## config.mk

```make
export PLATFORM = sky130hd
export DESIGN_NAME = contador_ad_param_2dig
export DESIGN_NICKNAME = d
export VERILOG_FILES = /design/src/rtl/contador_ad_param_2dig.sv
export SDC_FILE = /design/constraint.sdc
export NUM_CORES = 1
export LEC_CHECK = 0
export CORE_ASPECT_RATIO = 0.5
export CORE_MARGIN = 2
export CORE_UTILIZATION = 55
export CTS_CLUSTER_DIAMETER = 100
export DETAILED_ROUTE_END_ITERATION = 10
export PLACE_DENSITY = 0.81
export SETUP_SLACK_MARGIN = 0.4
export SYNTH_ARGS = -nofsm -noshare
export SYNTH_HDL_FRONTEND = slang
export SYNTH_SLANG_ARGS = --single-unit
```

## constraint.sdc

```tcl
create_clock -name clk -period 16.9 [get_ports clk]
set_clock_uncertainty 0.1 [all_clocks]
set_input_delay 3.38 -clock clk [delete_from_list [all_inputs] [get_ports clk]]
set_output_delay 3.38 -clock clk [all_outputs]
set_load 0.02 [all_outputs]
```

## src/rtl/contador_ad_param_2dig.sv

```systemverilog
// Two-digit BCD up/down counter field with manual adjust, auto-repeat and load.
// Counts in binary between MIN_VAL and MAX_VAL; data_out is the packed BCD view.
module contador_ad_param_2dig #(
    parameter int MIN_VAL  = 0,
    parameter int MAX_VAL  = 59,
    parameter int SEL_CODE = 9,
    parameter int TICK_DIV = 13000000
) (
    input  logic       clk,
    input  logic       reset,
    input  logic [3:0] en_count,
    input  logic       enUP,
    input  logic       enDOWN,
    input  logic       inc_in,
    input  logic       load,
    input  logic [7:0] load_data,
    output logic [7:0] data_out,
    output logic       carry_out,
    output logic       borrow_out,
    output logic       load_err
);
    // state    | meaning
    // ADJ_IDLE | no adjust request last cycle
    // ADJ_UP   | increment request held last cycle
    // ADJ_DOWN | decrement request held last cycle
    typedef enum logic [1:0] {
        ADJ_IDLE = 2'd0,
        ADJ_UP   = 2'd1,
        ADJ_DOWN = 2'd2
    } adj_t;

    localparam int         TW    = $clog2(TICK_DIV);
    localparam logic [6:0] MIN_C = 7'(MIN_VAL);
    localparam logic [6:0] MAX_C = 7'(MAX_VAL);
    localparam logic [TW-1:0] TMAX = TW'(TICK_DIV - 1);

    adj_t          adj_state, adj_next;
    logic [6:0]    count, count_next;
    logic [TW-1:0] timer, timer_next;
    logic          carry_next, borrow_next, err_next;
    logic          step, do_inc, do_dec, load_ok;
    logic [7:0]    load_bin;
    logic [6:0]    units;
    logic [3:0]    tens;

    always_ff @(posedge clk or posedge reset) begin
        if (reset) begin
            adj_state  <= ADJ_IDLE;
            count      <= MIN_C;
            timer      <= '0;
            carry_out  <= 1'b0;
            borrow_out <= 1'b0;
            load_err   <= 1'b0;
        end else begin
            adj_state  <= adj_next;
            count      <= count_next;
            timer      <= timer_next;
            carry_out  <= carry_next;
            borrow_out <= borrow_next;
            load_err   <= err_next;
        end
    end

    always_comb begin
        adj_next    = ADJ_IDLE;
        timer_next  = '0;
        step        = 1'b0;
        count_next  = count;
        carry_next  = 1'b0;
        borrow_next = 1'b0;
        err_next    = 1'b0;

        if (en_count == 4'(SEL_CODE) && (enUP ^ enDOWN))
            adj_next = enUP ? ADJ_UP : ADJ_DOWN;

        // A new or reversed request steps at once; a held one steps on timer wrap.
        if (adj_next != ADJ_IDLE) begin
            if (adj_next != adj_state || timer == TMAX)
                step = 1'b1;
            else
                timer_next = timer + 1'b1;
        end

        load_bin = {4'd0, load_data[7:4]} * 8'd10 + {4'd0, load_data[3:0]};
        load_ok  = (load_data[7:4] <= 4'd9) && (load_data[3:0] <= 4'd9) &&
                   (int'(load_bin) >= MIN_VAL) && (int'(load_bin) <= MAX_VAL);

        do_inc = !load && ((step && adj_next == ADJ_UP) || (!step && inc_in));
        do_dec = !load && step && adj_next == ADJ_DOWN;

        if (load) begin
            if (load_ok)
                count_next = load_bin[6:0];
            else
                err_next = 1'b1;
        end else if (do_inc) begin
            if (count == MAX_C) begin
                count_next = MIN_C;
                carry_next = 1'b1;
            end else begin
                count_next = count + 7'd1;
            end
        end else if (do_dec) begin
            if (count == MIN_C) begin
                count_next  = MAX_C;
                borrow_next = 1'b1;
            end else begin
                count_next = count - 7'd1;
            end
        end
    end

    always_comb begin
        tens  = 4'd0;
        units = count;
        for (int i = 0; i < 9; i++) begin
            if (units >= 7'd10) begin
                units = units - 7'd10;
                tens  = tens + 4'd1;
            end
        end
        data_out = {tens, units[3:0]};
    end
endmodule

```

==> results of run 1 <==
[Yosys cell counts (6+ instances only)]
| master | number | area (um^2) |
|---|---|---|
| sky130_fd_sc_hd__xor2_1 | 21 | 184 |
| sky130_fd_sc_hd__or3_1 | 12 | 75.1 |
| sky130_fd_sc_hd__xnor2_1 | 33 | 289 |
| sky130_fd_sc_hd__o21ai_0 | 39 | 195 |
| sky130_fd_sc_hd__dfrtp_1 | 36 | 901 |
| sky130_fd_sc_hd__and3_1 | 9 | 56.3 |
| sky130_fd_sc_hd__nor2_1 | 60 | 225 |
| sky130_fd_sc_hd__nor2b_1 | 7 | 43.8 |
| sky130_fd_sc_hd__o31ai_1 | 7 | 52.6 |
| sky130_fd_sc_hd__nand4_1 | 9 | 56.3 |
| sky130_fd_sc_hd__nor3_1 | 15 | 75.1 |
| sky130_fd_sc_hd__nand2b_1 | 6 | 37.5 |
| sky130_fd_sc_hd__o22ai_1 | 6 | 37.5 |
| sky130_fd_sc_hd__nand3_1 | 20 | 100 |
| sky130_fd_sc_hd__clkbuf_1 | 12 | 45.0 |
| sky130_fd_sc_hd__nand2_1 | 68 | 255 |
| sky130_fd_sc_hd__o211ai_1 | 8 | 60.1 |
| sky130_fd_sc_hd__ha_1 | 25 | 313 |
| sky130_fd_sc_hd__and2_1 | 6 | 37.5 |
| sky130_fd_sc_hd__inv_1 | 18 | 67.6 |
| sky130_fd_sc_hd__o21ai_1 | 7 | 35.0 |
| sky130_fd_sc_hd__mux2_2 | 7 | 78.8 |
| sky130_fd_sc_hd__nor3b_1 | 6 | 45.0 |
| sky130_fd_sc_hd__a21oi_1 | 29 | 145 |
[worst max-delay path by stage]
stage	cells past startpoint	to	slack, ns
after floorplan	33	data_out[6]	6.54
after global placement	32	data_out[7]	5.19
after detailed placement	32	data_out[7]	4.77
after CTS	32	data_out[7]	4.46
after global routing	33	data_out[7]	3.55
final	33	data_out[7]	4.46
[stage by stage]
stage | hold WS, ns | std cells | utilization | worst slack [ns]
after floorplan | 0.347 | 575 | - | 6.54
after global placement | 0.369 | 697 | 0.605 | 5.19
after detailed placement | 0.384 | 697 | 0.605 | 4.77
after CTS | 0.396 | 705 | 0.626 | 4.46
after global routing | 0.430 | 705 | 0.626 | 3.55
final | 0.390 | 705 | 0.626 | 4.46
[sequential cells by signal (all words and copies together) (netlist names)]
signal and count:
borrow_out 1, load_err 1, adj_state 2, timer 24
carry_out 1, count 7
[worst reg2reg max path, delay by kind of cell, from the launching register on]
family          cells  cell delay (ns)
simple gates        7             1.28
buf+inv             1             0.32
compound gates      4             1.35
flops               1             0.42
[cell type report]
type | instances | area (um^2) | share of cell area
clock buffers | 5 | 125 | 0.0252
clock inverters | 3 | 42.5 | 0.00855
inverters | 19 | 71.3 | 0.0143
multi-input cells | 501 | 3410 | 0.685
flip-flops and latches | 36 | 901 | 0.181
well taps | 112 | 140 | 0.0282
repair buffers | 29 | 288 | 0.0579
[cells by family (layout without fill, tap and decap cells)]
group | Yosys count | in the layout | synth area share
compound gates | 166 | 166 | 0.270
xor+xnor | 55 | 55 | 0.110
fa+ha+maj | 27 | 27 | 0.0791
buf+inv | 38 | 56 | 0.0348
flops | 36 | 36 | 0.202
mux | 13 | 13 | 0.0342
simple gates | 240 | 240 | 0.271
[routing by layer]
metal	vias to the layer above	GRT usage	wire length, um
met5	-	0	0
met4	0	0.0720	154
met3	16	0.0323	424
met2	105	0.494	5250
met1	2005	0.279	4680
li1	2149	-	-
==> results.toml, run 1 <==
[outcome]
status = "finished clean"

[synth]
async_flop_share = 1.00
yosys_most_used_dff = "sky130_fd_sc_hd__dfrtp_1"
synth_fp_nets = 620
syn_avg_cell_area_um2 = 7.76
cell_area_synth_mm2 = 0.00446
synth_enable_flop_cells = 0
synth_seq_cells = 36
synth_cell_types = 83
yosysWarningCount = 0
seq_area_frac_synth = 0.202
gate_count_post_synth = 575

[die]
number_of_standard_cell_rows_in_the_floorplan = 23
die_h_um = 67.7
die_w_um = 131
design.core.area_mm2 = 0.00794
die_area_mm2 = 0.00889
initial_core_util = 0.562
io_pins = 29

[layout]
final_cell_mix = "68 x sky130_fd_sc_hd__nand2_1, 60 x sky130_fd_sc_hd__nor2_1, 39 x sky130_fd_sc_hd__o21ai_0"
layout-drive-gt1-share = 0.0809
diodes = 0
n_fill_cell = 709
most_common_cell_after_layout_fill_and_taps_aside = "sky130_fd_sc_hd__nand2_1"
final_nets = 637
finish.instance_area_mm2 = 0.00497
area.growth.synth_to_final_pct = 11.5

[setup_path]
reg2reg_slack_ns = 13.26
worst_r2r_path_depth = 12
critPathMostFrequentCell = "sky130_fd_sc_hd__ha_1"
capture_point_of_the_worst_reg_to_reg_path = "count[4]"
worst_ep_required_time_ns = 13.42
kind_of_cell_adding_the_most_delay_to_the_critical_path = "compound AO/OA/AOI/OAI gates"
cell_type_of_the_slowest_stage_on_the_worst_timing_path = "sky130_fd_sc_hd__o21ai_1"
beginning_of_the_worst_register_to_register_path = "timer[9]"
crit_path_end_kind = "output pin"
crit_path_max_incr_delay_ns = 0.83
crit_fanout = 15
critPathLaunchType = "flip-flop"
setup.worst_path.start = "count[1]"
cp_data_arrival_time_ns = 8.96
worst-setup-path-type = "reg2out"
path_buf_inv = 4

[global_routing]
global_route.overflow_total = 0
grt_antenna_before_repair = 0
grt_max_degree = 37
grtUsageTotal = 0.245
grt_pass1_vias = 4085
grt_pass1_wl_um = 18100

[cts]
cts_num_sinks = 36
cts_setup_buffers = 0
cts_tree = "yes"
path_clk_slew_ns = 0.06
cts_buffer_depth = 2
cts_made_buffers = 5
htreeDepth = 2
clk-insertion-delay-late_ns = 0.28
postCtsHoldBufs = 0
clk_root_buffer_cell = "sky130_fd_sc_hd__clkbuf_16"
post_cts_resize_count = 0

[min_path]
beginning_of_the_worst_hold_path = "timer[0]"
hp-class = "reg2reg"
worst_hold_path.num_cells = 1
timing.hold.worst_endpoint = "timer[0]"

[flow_run]
maxCapViolCount = 0

[timing]
rsz0062_at_grt = "false"
finalCriticalPeriod_ns = 12.44
period_share = 0.736
max_slew.worst_pin.slew_ns = 1.05
max_slew_margin = 0.296
final_setup_tns_ns = 0
report.final.setup_viol = 0
final-hold-violation-count = 0
max_freq_mhz = 80.4
slew_viol_final = 0

[detailed_routing]
drtIter0Drc = 322
route.antenna.remaining_nets = 0
detailedRoute.firstPassIterationCount = 5
drc = 0
routed_wl_um = 10500
route.detailed.wl_per_inst_um = 14.9
via_count = 4275
drt-vias-per-instance = 6.06

[placement]
place_congestion = 0.937
dpl-instance-area_mm2 = 0.00481
detailedPlacementHpwl_um = 8030
numPortBuffers = 28
Power of run 1 is left out: the tool's default activity adds up to more than one toggle a clock period on the data nets, which glitch-free logic cannot reach.
==> run 2, diff against run 1 <==
==> constraint.sdc (replaced) <==
create_clock -name clk -period 11.55 [get_ports clk]
set_clock_uncertainty 0.1 [all_clocks]
set_input_delay 2.31 -clock clk [delete_from_list [all_inputs] [get_ports clk]]
set_output_delay 2.31 -clock clk [all_outputs]
set_load 0.02 [all_outputs]
==> run 2 against run 1 <==
  * Flip-flop and latch count did not move
  * First-iteration DRC count rose by 33%
  * Via count rose by 2.6%
  * Cell area rose by 1.3%
  * Global-route usage barely moved
  * Clock-buffer cell count did not move
  * Non-clock buffer count rose by 5
  * Sequential share of layout area fell by 0.19 points
  * Critical path depth rose by 1
  * Register-to-register slack got worse by 5.4 ns
  * Core utilization rose by 0.83 points
  * Critical path type unchanged
==> results.toml, run 2 (same netlist as run 1, synthesis figures left out) <==
[layout]
largest_register_ffs = 24
most_common_cell_after_layout_fill_and_taps_aside = "sky130_fd_sc_hd__nand2_1"
multiInputGateArea_mm2 = 0.00343
reg.largest.list = "timer (24), count (7), adj_state (2)"
final_nets = 642
final_cell_mix = "68 x sky130_fd_sc_hd__nand2_1, 59 x sky130_fd_sc_hd__nor2_1, 38 x sky130_fd_sc_hd__o21ai_0"
final_cell_count_no_fill = 710
layout-drive-gt1-share = 0.102
area.growth.synth_to_final_pct = 13.0
top_register = "timer"
n_fill_cell = 713
flip_flop_and_latch_area_um2 = 903
final_core_util = 0.635
diodes = 0

[setup_path]
cp_data_arrival_time_ns = 8.08
kind_of_cell_adding_the_most_delay_to_the_critical_path = "compound AO/OA/AOI/OAI gates"
cell_type_of_the_slowest_stage_on_the_worst_timing_path = "sky130_fd_sc_hd__clkdlybuf4s50_1"
crit_path_end_kind = "output pin"
crit_path_max_incr_delay_ns = 0.64
worst_ep_required_time_ns = 9.14
crit_fanout = 14
worst-setup-path-type = "reg2out"
path_buf_inv = 4
critPathLaunchType = "flip-flop"

[detailed_routing]
drt-vias-per-instance = 6.18
route.detailed.wl_per_inst_um = 15.1
routed_wl_um = 10700
detailedRoute.firstPassIterationCount = 6
route.antenna.remaining_nets = 0
drc = 0
drtIter0Drc = 427
via_count = 4388

[timing]
period_share = 0.908
max_slew_margin = 0.377
max_freq_mhz = 95.4
whs_ns = 0.388
final_setup_tns_ns = 0
report.final.setup_viol = 0
slew_viol_final = 0
final-hold-violation-count = 0
finalCriticalPeriod_ns = 10.49
max_slew.worst_pin.slew_ns = 0.935
rsz0062_at_grt = "false"

[cts]
cts_tree = "yes"
cts_num_sinks = 36
cts_buffer_depth = 2
path_clk_slew_ns = 0.06
htreeDepth = 2
clk_root_buffer_cell = "sky130_fd_sc_hd__clkbuf_16"
clk-insertion-delay-late_ns = 0.28
cts_made_buffers = 5

[global_routing]
global_route.overflow_total = 0
grtUsageTotal = 0.245
grt_pass1_wl_um = 18100
grt_antenna_before_repair = 0
grt_max_degree = 37
grt_pass1_vias = 4000

[die]
io_pins = 29
die_w_um = 131
design.core.area_mm2 = 0.00794
initial_core_util = 0.562
die_h_um = 67.7
number_of_standard_cell_rows_in_the_floorplan = 23
die_area_mm2 = 0.00889

[flow_run]
maxCapViolCount = 0

[placement]
detailedPlacementHpwl_um = 8140
placed_cells_incl_taps = 698
place_congestion = 1.00
numPortBuffers = 28

[min_path]
hp-class = "reg2reg"

[outcome]
status = "finished clean"
[run 2: layer usage]
metal | up-vias | wire [um] | GRT usage
met4 | 0 | 140 | 0.0788
met5 | - | 0 | 0
met1 | 2041 | 4620 | 0.295
li1 | 2165 | - | -
met3 | 17 | 569 | 0.0255
met2 | 165 | 5370 | 0.475
[run 2: what timing repair did]
item,in CTS,in global routing
hold buffers,0,0
resized for setup,0,9
setup buffers,0,4
endpoints found under the setup margin,0,7
[run 2: worst reg2reg max path: cells and delay by family (launching register included)]
kind	cells	cell delay, ns
AND/OR/NAND/NOR	7	1.30
AO/OA/AOI/OAI	4	1.32
flip-flops	1	0.42
buffers and inverters	1	0.33
[run 2: final cells by class]
class,count,share of cell area
multi-input combinational,501,0.681
tap,112,0.0278
timing repair buffer,34,0.0645
sequential,36,0.179
inverter,19,0.0142
clock inverter,3,0.00844
clock buffer,5,0.0248
[run 2: path summary, 6_finish.rpt]
check	startpoint	end	slack (ns)	cells after the start
max	count[1]	data_out[6]	1.06	34
max in group asynchronous	reset	count[2]	8.66	3
min reg2reg	timer[0]	timer[0]	0.39	1
max reg2reg	timer[9]	count[2]	7.91	12
min in group asynchronous	reset	borrow_out	2.34	3
min	timer[0]	timer[0]	0.39	1
[run 2: metrics by stage]
step / worst slack [ns] / cell area, um^2
detailed placement: 0.877 / 4810
finish: 1.06 / 5040
CTS: 0.557 / 4980
global route: 0.407 / 5040
floorplan: 2.26 / 4460
global placement: 1.16 / 4810
Power of run 2 is left out for the same reason.
==> run 3, diff against run 2 <==
--- a/config.mk
+++ b/config.mk
@@ -5,13 +5,15 @@
 export SDC_FILE = /design/constraint.sdc
 export NUM_CORES = 1
 export LEC_CHECK = 0
+export ABC_CLOCK_PERIOD_IN_PS = 8500
 export CORE_ASPECT_RATIO = 0.5
 export CORE_MARGIN = 2
 export CORE_UTILIZATION = 55
 export CTS_CLUSTER_DIAMETER = 100
 export DETAILED_ROUTE_END_ITERATION = 10
-export PLACE_DENSITY = 0.81
+export PLACE_DENSITY = 0.84
 export SETUP_SLACK_MARGIN = 0.4
+export SKIP_LAST_GASP = 1
 export SYNTH_ARGS = -nofsm -noshare
 export SYNTH_HDL_FRONTEND = slang
 export SYNTH_SLANG_ARGS = --single-unit
==> constraint.sdc (replaced) <==
create_clock -name clk -period 8.5 [get_ports clk]
set_clock_uncertainty 0.1 [all_clocks]
set_input_delay 1.7 -clock clk [delete_from_list [all_inputs] [get_ports clk]]
set_output_delay 1.7 -clock clk [all_outputs]
set_load 0.02 [all_outputs]
==> run 3 against run 2 <==
  * Clock-buffer cell count grew 1
  * Global-route usage up 4.2 points
  * The run now ends with negative setup slack left
  * Sequential share of layout area is 2.7 points lower
  * Via count rose by 18%
  * Setup slack got worse by 1.3 ns
  * Non-clock buffer count rose by 76
==> results.toml, run 3 (same netlist as run 1, synthesis figures left out) <==
[timing]
max_slew.worst_pin.slew_ns = 0.983
slew_viol_final = 0
rsz0062_at_grt = "true"
period_share = 1.02
worst_slack_ns = -0.192
report.final.setup_viol = 6
max_slew_margin = 0.345
max_freq_mhz = 115
final-hold-violation-count = 0
final_setup_tns_ns = -0.754
finalCriticalPeriod_ns = 8.69

[cts]
cts_buffer_depth = 2
clk_root_buffer_cell = "sky130_fd_sc_hd__clkbuf_16"
path_clk_slew_ns = 0.05
cts_num_sinks = 36
clk-insertion-delay-late_ns = 0.28
cts_made_buffers = 5
cts_tree = "yes"
htreeDepth = 2

[setup_path]
kind_of_cell_adding_the_most_delay_to_the_critical_path = "compound AO/OA/AOI/OAI gates"
worst_ep_required_time_ns = 6.70
path_buf_inv = 5
crit_path_max_incr_delay_ns = 0.61
crit_path_end_kind = "output pin"
worst-setup-path-type = "reg2out"
cp_data_arrival_time_ns = 6.89
cell_type_of_the_slowest_stage_on_the_worst_timing_path = "sky130_fd_sc_hd__o31ai_2"
critPathLaunchType = "flip-flop"
crit_fanout = 6

[layout]
reg.largest.list = "timer (24), count (7), adj_state (2)"
diodes = 0
final_cell_mix = "83 x sky130_fd_sc_hd__buf_4, 67 x sky130_fd_sc_hd__nand2_1, 53 x sky130_fd_sc_hd__nor2_1"
layout-drive-gt1-share = 0.269
top_register = "timer"
most_common_cell_after_layout_fill_and_taps_aside = "sky130_fd_sc_hd__buf_4"
final_nets = 718
area.growth.synth_to_final_pct = 32.8
largest_register_ffs = 24

[global_routing]
grt_antenna_before_repair = 0
grt_max_degree = 37
grt_pass1_vias = 4697
grtUsageTotal = 0.287
grt_pass1_wl_um = 21200
global_route.overflow_total = 0

[detailed_routing]
via_count = 5171
route.antenna.remaining_nets = 0
drc = 0
routed_wl_um = 14100
drt-vias-per-instance = 6.58
route.detailed.wl_per_inst_um = 18.0
detailedRoute.firstPassIterationCount = 6
drtIter0Drc = 759

[die]
design.core.area_mm2 = 0.00794
die_w_um = 131
io_pins = 29
die_area_mm2 = 0.00889
number_of_standard_cell_rows_in_the_floorplan = 23
initial_core_util = 0.562
die_h_um = 67.7

[placement]
detailedPlace.worstSlack_ns = -0.0571
detailedPlacementHpwl_um = 8720
numPortBuffers = 28
place_congestion = 0.984

[min_path]
hp-class = "reg2reg"

[flow_run]
maxCapViolCount = 0

[outcome]
status = "finished, violations left"
failed_checks = "negative setup slack"
## run 3: cell count changes in the layout (fill, tap and decap cells not counted), moves of 4 or more
cell,previous run,this run
sky130_fd_sc_hd__buf_4,6,83
sky130_fd_sc_hd__buf_6,0,5
sky130_fd_sc_hd__clkdlybuf4s50_1,28,21
sky130_fd_sc_hd__nor2_1,59,53
sky130_fd_sc_hd__nor2_4,0,4
sky130_fd_sc_hd__o21ai_0,38,34
sky130_fd_sc_hd__o21ai_2,0,4
sky130_fd_sc_hd__xnor2_1,32,28
## run 3: worst register-to-register path: cells and delay by family, from the launching register on
family | cells | cell delay [ns]
buf+inv | 1 | 0.33
flops | 1 | 0.44
simple gates | 8 | 1.57
compound gates | 4 | 1.36
## run 3: stage by stage
stage | util | area, um^2 | hold slack (ns) | instances
after floorplan | - | 4560 | 0.347 | 575
after global routing | 0.746 | 5930 | 0.429 | 786
after global placement | 0.650 | 5160 | 0.367 | 733
final | 0.746 | 5930 | 0.395 | 786
after CTS | 0.718 | 5700 | 0.393 | 772
after detailed placement | 0.650 | 5160 | 0.386 | 733
## run 3: path summary, 6_finish.rpt
check	start	endpoint	slack, ns	cells after the start
setup / recovery	count[2]	data_out[7]	-0.19	33
hold / removal	timer[0]	timer[0]	0.40	1
setup reg to reg	timer[9]	count[6]	4.59	13
hold reg to reg	timer[0]	timer[0]	0.40	1
max in group asynchronous	reset	count[1]	6.26	3
min in group asynchronous	reset	count[4]	1.72	3
## run 3: layout make-up
class / count / area (um^2)
clock inverters: 2 / 35.0
clock buffers: 6 / 129
inverters: 19 / 73.8
repair buffers: 110 / 895
multi-input cells: 501 / 3750
fillers: 556 / 2020
well taps: 112 / 140
flip-flops and latches: 36 / 901
## run 3: routing by layer
layer / track usage / vias up / share of wire
li1: - / 2317 / -
met1: 0.339 / 2409 / 0.39
met5: 0 / - / 0
met4: 0.124 / 0 / 0.045
met2: 0.539 / 355 / 0.48
met3: 0.0450 / 90 / 0.077
## run 3: timing repair
action	4_1_cts	5_1_grt
setup endpoints to repair	7	7
gates resized for setup	71	25
gates cloned	0	0
pin swaps	33	32
setup buffers	31	14
hold buffers	0	0
Power of run 3 is left out for the same reason.
